--- config.mk ---
export PLATFORM = sky130hd
export DESIGN_NAME = mc_control_fsm
export DESIGN_NICKNAME = d
export VERILOG_FILES = /design/src/rtl/mc_control_fsm.sv
export SDC_FILE = /design/constraint.sdc
export NUM_CORES = 1
export LEC_CHECK = 0
export BUFFER_PORTS_ARGS = -buffer_cell sky130_fd_sc_hd__buf_2
export CORE_MARGIN = 5
export CORE_UTILIZATION = 35
export CTS_CLUSTER_DIAMETER = 30
export DETAILED_ROUTE_END_ITERATION = 10
export SETUP_SLACK_MARGIN = 0.5
export SKIP_LAST_GASP = 1
export SLEW_MARGIN = 0
export SYNTH_ARGS = -nofsm -noshare
export SYNTH_HDL_FRONTEND = slang
export SYNTH_SLANG_ARGS = --single-unit
--- constraint.sdc ---
create_clock -name clk -period 1.8 [get_ports clk]
set_input_delay 0.27 -clock clk [delete_from_list [all_inputs] [get_ports clk]]
set_output_delay 0.27 -clock clk [all_outputs]
set_load 0.005 [all_outputs]
--- src/rtl/mc_control_fsm.sv ---
// Multicycle MIPS control sequencer: decodes the IR opcode and steps the shared
// datapath through fetch/decode/execute/memory/write-back with a memory wait watchdog.
module mc_control_fsm #(
    parameter int MEM_WAIT_MAX = 15
) (
    input  logic       clk,
    input  logic       reset,
    input  logic [5:0] opcode_i,
    input  logic       mem_ready_i,
    input  logic       zero_i,
    output logic       pc_write_o,
    output logic       ir_write_o,
    output logic       i_or_d_o,
    output logic       mem_read_o,
    output logic       mem_write_o,
    output logic       mem_to_reg_o,
    output logic       reg_dst_o,
    output logic       reg_write_o,
    output logic       alu_src_a_o,
    output logic [1:0] alu_src_b_o,
    output logic [2:0] alu_op_o,
    output logic [1:0] pc_src_o,
    output logic       illegal_op_o,
    output logic       bus_error_o,
    output logic [3:0] state_o
);
    localparam logic [3:0] S_START    = 4'd0;
    localparam logic [3:0] S_FETCH    = 4'd1;
    localparam logic [3:0] S_DECODE   = 4'd2;
    localparam logic [3:0] S_MEM_ADDR = 4'd3;
    localparam logic [3:0] S_MEM_RD   = 4'd4;
    localparam logic [3:0] S_MEM_WB   = 4'd5;
    localparam logic [3:0] S_MEM_WR   = 4'd6;
    localparam logic [3:0] S_EXEC_R   = 4'd7;
    localparam logic [3:0] S_R_WB     = 4'd8;
    localparam logic [3:0] S_EXEC_I   = 4'd9;
    localparam logic [3:0] S_I_WB     = 4'd10;
    localparam logic [3:0] S_BRANCH   = 4'd11;
    localparam logic [3:0] S_JUMP     = 4'd12;
    localparam logic [3:0] S_HALT     = 4'd15;

    localparam logic [5:0] OP_RTYPE = 6'h00;
    localparam logic [5:0] OP_J     = 6'h02;
    localparam logic [5:0] OP_BEQ   = 6'h04;
    localparam logic [5:0] OP_BNE   = 6'h05;
    localparam logic [5:0] OP_ADDI  = 6'h08;
    localparam logic [5:0] OP_ORI   = 6'h0D;
    localparam logic [5:0] OP_LUI   = 6'h0F;
    localparam logic [5:0] OP_LW    = 6'h23;
    localparam logic [5:0] OP_SW    = 6'h2B;

    // Counter value seen on the last tolerated not-ready cycle.
    localparam logic [7:0] WAIT_LAST = 8'(MEM_WAIT_MAX - 1);

    logic [3:0] state, next_state;
    logic [7:0] wait_cnt, wait_cnt_next;
    logic       bus_error;
    logic       wait_state, timeout;

    assign wait_state = (state == S_FETCH) || (state == S_MEM_RD) || (state == S_MEM_WR);
    assign timeout    = wait_state && !mem_ready_i && (wait_cnt == WAIT_LAST);

    always_comb begin
        next_state = S_START;
        case (state)
            S_START:  next_state = S_FETCH;
            S_FETCH:  next_state = mem_ready_i ? S_DECODE : S_FETCH;
            S_DECODE: begin
                case (opcode_i)
                    OP_RTYPE:                 next_state = S_EXEC_R;
                    OP_ADDI, OP_ORI, OP_LUI:  next_state = S_EXEC_I;
                    OP_LW, OP_SW:             next_state = S_MEM_ADDR;
                    OP_BEQ, OP_BNE:           next_state = S_BRANCH;
                    OP_J:                     next_state = S_JUMP;
                    default:                  next_state = S_FETCH;
                endcase
            end
            S_MEM_ADDR: begin
                if (opcode_i == OP_LW)      next_state = S_MEM_RD;
                else if (opcode_i == OP_SW) next_state = S_MEM_WR;
                else                        next_state = S_FETCH;
            end
            S_MEM_RD: next_state = mem_ready_i ? S_MEM_WB : S_MEM_RD;
            S_MEM_WB: next_state = S_FETCH;
            S_MEM_WR: next_state = mem_ready_i ? S_FETCH : S_MEM_WR;
            S_EXEC_R: next_state = S_R_WB;
            S_R_WB:   next_state = S_FETCH;
            S_EXEC_I: next_state = S_I_WB;
            S_I_WB:   next_state = S_FETCH;
            S_BRANCH: next_state = S_FETCH;
            S_JUMP:   next_state = S_FETCH;
            S_HALT:   next_state = S_HALT;
            default:  next_state = S_START;
        endcase
        if (timeout) next_state = S_HALT;
    end

    assign wait_cnt_next = (wait_state && !mem_ready_i && !timeout) ? wait_cnt + 8'd1 : 8'd0;

    always_ff @(posedge clk or negedge reset) begin
        if (!reset) begin
            state     <= S_START;
            wait_cnt  <= 8'd0;
            bus_error <= 1'b0;
        end else begin
            state    <= next_state;
            wait_cnt <= wait_cnt_next;
            if (timeout) bus_error <= 1'b1;
        end
    end

    always_comb begin
        pc_write_o   = 1'b0;
        ir_write_o   = 1'b0;
        i_or_d_o     = 1'b0;
        mem_read_o   = 1'b0;
        mem_write_o  = 1'b0;
        mem_to_reg_o = 1'b0;
        reg_dst_o    = 1'b0;
        reg_write_o  = 1'b0;
        alu_src_a_o  = 1'b0;
        alu_src_b_o  = 2'b00;
        alu_op_o     = 3'b000;
        pc_src_o     = 2'b00;
        illegal_op_o = 1'b0;
        case (state)
            S_FETCH: begin
                mem_read_o  = 1'b1;
                alu_src_b_o = 2'b01;
                alu_op_o    = 3'b011;
                ir_write_o  = mem_ready_i;
                pc_write_o  = mem_ready_i;
            end
            S_DECODE: begin
                alu_src_b_o = 2'b11;
                alu_op_o    = 3'b011;
                case (opcode_i)
                    OP_RTYPE, OP_ADDI, OP_ORI, OP_LUI, OP_LW, OP_SW,
                    OP_BEQ, OP_BNE, OP_J: illegal_op_o = 1'b0;
                    default:              illegal_op_o = 1'b1;
                endcase
            end
            S_MEM_ADDR: begin
                alu_src_a_o = 1'b1;
                alu_src_b_o = 2'b10;
                alu_op_o    = 3'b011;
            end
            S_MEM_RD: begin
                mem_read_o = 1'b1;
                i_or_d_o   = 1'b1;
            end
            S_MEM_WB: begin
                reg_write_o  = 1'b1;
                mem_to_reg_o = 1'b1;
            end
            S_MEM_WR: begin
                mem_write_o = 1'b1;
                i_or_d_o    = 1'b1;
            end
            S_EXEC_R: begin
                alu_src_a_o = 1'b1;
                alu_op_o    = 3'b111;
            end
            S_R_WB: begin
                reg_write_o = 1'b1;
                reg_dst_o   = 1'b1;
            end
            S_EXEC_I: begin
                alu_src_a_o = 1'b1;
                alu_src_b_o = 2'b10;
                case (opcode_i)
                    OP_ADDI: alu_op_o = 3'b100;
                    OP_ORI:  alu_op_o = 3'b001;
                    OP_LUI:  alu_op_o = 3'b010;
                    default: alu_op_o = 3'b000;
                endcase
            end
            S_I_WB: reg_write_o = 1'b1;
            S_BRANCH: begin
                alu_src_a_o = 1'b1;
                alu_op_o    = 3'b110;
                pc_src_o    = 2'b01;
                pc_write_o  = ((opcode_i == OP_BEQ) && zero_i) ||
                              ((opcode_i == OP_BNE) && !zero_i);
            end
            S_JUMP: begin
                pc_src_o   = 2'b10;
                pc_write_o = 1'b1;
            end
            default: ;
        endcase
    end

    assign bus_error_o = bus_error;
    assign state_o     = state;
endmodule

; ---- Yosys cells after proc, flatten, opt, wreduce, memory -nomap -nowiden
; Cells that the tools add are included.
[classes]
addsub = 1
eq_ne = 22
n_mux = 24
reduce_logical = 24
[ops]
columns = operator, n
row1 = $pmux 4 s9, 1
row2 = $eq 4x4->1 const B, 6
row3 = $pmux 4 s5, 1
row4 = $eq 6x4->1 const B, 3
row5 = $eq 4x3->1 const B, 4
row6 = $eq 6x3->1 const B, 2
row7 = $eq 6x6->1 const B, 2
row8 = $pmux 3 s4, 1
row9 = $mux 1, 11
row10 = $reduce_or 2->1, 5
row11 = $mux 3, 3
row12 = $pmux 3 s3, 1
row13 = $reduce_or 3->1, 3
row14 = $reduce_or 9->1, 1
row15 = $add 8x1->8 const B, 1
row16 = $eq 4x2->1 const B, 2
row17 = $eq 8x4->1 const B, 1
row18 = $mux 8, 1
row19 = $eq 6x2->1 const B, 1
row20 = $logic_not 6->1, 1
row21 = $pmux 2 s3, 1
row22 = $reduce_or 6->1, 1
row23 = $logic_and 1x1->1, 5
row24 = $eq 4x1->1 const B, 1
row25 = other kinds (8), 12
[totals]
ff_bits = 13
inputBits = 10
elab_cells = 74

; ---- Logic depth before layout (Yosys ltp)
[depth]
ltp_word = 8
ltp_mapped = 6

; ---- Worst setup path after synthesis
; Ideal clock, no wire load.
[synth_path]
path_kind = reg2reg
startpoint = reg state[2] (netlist: state_o[2])
endpoint = reg state[1] (netlist: state_o[1])
setup_time_ps = 70
t_arrival_ps = 1519
required_time_ps = 1730
setup_slack_ps = 211
stages_incl_launch_ff = 6
synth_period_minus_slack_ps = 1589
cell_sequence = dfrtp_1 -> buf_6 -> or3b_1 -> a211o_1 -> or2_4 -> nand4_2
[synth_between]
elab_chain_cells = 6
[synth_rtl]
columns = item, line_no
row1 = start: declaration, 55  ; logic [3:0] state, next_state;
row2 = start signal: assignment, 106  ; state <= next_state;
row3 = "parallel branches: the longest is 5 deep, another holds $pmux 4 s9", n/a
row4 = $mux 4 (*), 95  ; if (timeout) next_state = S_HALT;
row5 = net next_state[1], 55
; Mark *: on every way through the listed nets, which the timed path passes.
; A chain may end at the register's enable or synchronous reset.

; ---- Worst setup path in the final report
; Ends and elaborated chain as after synthesis.

==> flow_summary.yaml <==
yosys:
  yosysSeqAreaShare: 0.293
  synthCells: 139
  yosys.area_share.simple: 0.377
  synth_nets: 151
  ys.flop_type: "dfrtp_1"
  async_flop_share: 1.00
  synth_top_area_frac: 0.293
  ys_ff_latch: 13
  syn_area_um2: 1110
  synth-xor-area-share: 0.0709
  synth_top_family_by_area: "simple AND/OR/NAND/NOR gates"
  syn_area_per_cell_um2: 7.99
  synth.area.top_cells: "dfrtp_1 29%, nor2_1 7.1%, xor2_1 4.7%"
  synth-adder-area-share: 0.0225
  yosysTopAreaCell: "dfrtp_1"
  synthMuxAreaShare: 0
  synth_edf_count: 0
  synth_warnings: 0
  yosys.cell_types.count: 48
  synth_compound_area_frac: 0.184
cts:
  cts_buffer_depth: 2
  htreeDepth: 1
  cts_made_buffers: 3
  cts.root.buffer_cell: "clkbuf_4"
  cts_tree: "built"
  numClockSinks: 13
  clock_latency_ns: 0.28
  clkTransAtPathRegs_ns: 0.07
final_layout:
  drive_above_1_share: 0.601
  nets: 211
  final_area_um2: 1900
  nFillCells: 265
  antenna_cells: 0
  syn_to_final_growth_pct: 70.6
power_and_ir_drop:
  ir_drop_v: 0.000639
  power_density_nw_per_um2: 931
  finalPower_mw: 1.76
  p_leak_nw: 0.852
detailed_routing:
  drtIter0Drc: 35
  drc: 0
  wl_per_cell_um: 15.1
  vias: 1309
  totalWireLength_um: 3660
  dr.pass1.iters: 4
  ant_nets: 0
  vias_per_cell: 5.41
sta:
  period_needed_ns: 1.72
  whs_ns: 0.403
  clock.fmax_mhz: 581
  min_period_over_period: 0.957
  fin_tns_setup_ns: 0
  fin_worst_skew_ns: 0.00260
  rsz0062_at_grt: "true"
  hold_viol_final: 0
  setup_viol: 0
  tightest_slew_ns: 0.292
  drv_slew: 0
  max_slew_margin: 0.805
global_route:
  antenna_found_initial: 0
  grt_usage: 0.156
  grt_max_degree: 14
  overflow: 0
  grt_pass1_vias: 1180
  grt_pass1_wl_um: 5420
worst_hold_path:
  hold_class: "in -> async"
critical_path:
  cp_slowest_cell: "dfrtp_2"
  crit_chain: "buf_6 -> or3b_1 -> a211o_1 -> or2_4 -> nand4_2"
  cp-start-kind: "register"
  path_buf_inv: 1
  critPathKind: "reg -> reg"
  max_stage_delay_ns: 0.48
  rrSetupSlack_ns: 0.08
  required_ns: 2.01
  cp.arrival_ns: 1.94
  cp-end-kind: "register"
  cp_max_fo: 6
  crit_family: "simple AND/OR/NAND/NOR gates"
floorplanning:
  dieArea_um2: 4400
  fp.dieW_um: 66.3
  initial_core_util: 0.364
  die_h_um: 66.3
  row_count: 20
  core_area_um2: 3050
  io_pins: 32
place:
  gp_congestion: 0.825
  dpl.hpwl_um: 2310
  place_area_um2: 1360
  io_buffers: 31
status:
  status: "complete, no violations"
flow_run:
  maxCapViolCount: 0
-- metal layers --
layer / global-route usage / part of all wire
met1: 0.192 / 0.41
met2: 0.278 / 0.53
met3: 0.0391 / 0.051
met4: 0.0178 / 0.0068
met5: 0 / 0
-- state kept, by name, summed over array words and instances, names as in the netlist --
name	flops
wait_cnt	8
bus_error_o	1
state_o	4
-- cells by family after synthesis --
family          count (synthesis)
compound gates                 29
xor+xnor                        9
fa+ha+maj                       2
buf+inv                        13
flops                          13
simple gates                   73
-- per-stage QoR --
step,std cells,util,setup WS [ns]
after floorplan,139,-,0.268
after global placement,213,0.445,0.175
after detailed placement,213,0.445,0.163
after CTS,229,0.524,0.100
after global routing,242,0.621,0.000755
final,242,0.621,0.0774
-- final cells by class --
type | count | area [um^2] | area share
timing repair buffer | 65 | 508 | 0.268
tap | 44 | 55.1 | 0.0290
clock buffer | 4 | 26.3 | 0.0139
multi-input combinational | 113 | 965 | 0.509
sequential | 13 | 328 | 0.173
inverter | 3 | 13.8 | 0.00726
-- where the power goes --
group	switching [mW]	total, mW	internal (mW)
clock network	0.0905	0.177	0.0860
registers	0.0403	0.369	0.329
logic	0.600	1.22	0.618
-- path summary, 6_finish.rpt --
path | startpoint | endpoint | cells after the start
setup / recovery | state_o[2] | state_o[1] | 5
max in group asynchronous | reset | state_o[3] | 2
setup reg to reg | state_o[2] | state_o[1] | 5
hold / removal | reset | bus_error_o | 2
min in group clk | opcode_i[2] | state_o[1] | 4
hold reg to reg | bus_error_o | bus_error_o | 1
-- repair_timing --
item                                   in CTS  in global routing
gates resized for setup                    34                 45
pin swaps                                   9                 11
gates cloned                                0                  1
hold buffers                                1                  0
setup endpoints to repair                  31                 34
buffers inserted                           11                 12
endpoints found under the hold margin      13                  0
-- Yosys cell counts (2+ instances only) --
| library cell | number |
|---|---|
| nand2_1 | 8 |
| nand4_1 | 5 |
| xnor2_1 | 3 |
| a21oi_1 | 5 |
| and2_1 | 2 |
| nor2_1 | 21 |
| xor2_1 | 6 |
| nand3_1 | 9 |
| o22ai_1 | 4 |
| ha_1 | 2 |
| a21o_1 | 3 |
| nor4_1 | 3 |
| and3_1 | 2 |
| a21boi_0 | 2 |
| o21ai_0 | 2 |
| a211o_1 | 2 |
| nand3_2 | 2 |
| dfrtp_1 | 13 |
| o21a_1 | 2 |
| clkbuf_1 | 6 |
| nor3_1 | 3 |
| nand2b_1 | 5 |
| inv_1 | 3 |
| buf_2 | 2 |
-- cell usage in the layout, fill, tap and decap left out, types with 4 or more instances in the layout --
cell type and n:
xor2_1 6, nand4_1 5, dfrtp_1 11, a21oi_1 4, buf_2 27, nand3_1 9, nor2_4 6, nor2_2 7
nor2_1 8, buf_4 19, buf_6 16, nand2b_4 5
Note: power is estimated with default switching activity, not from simulation.
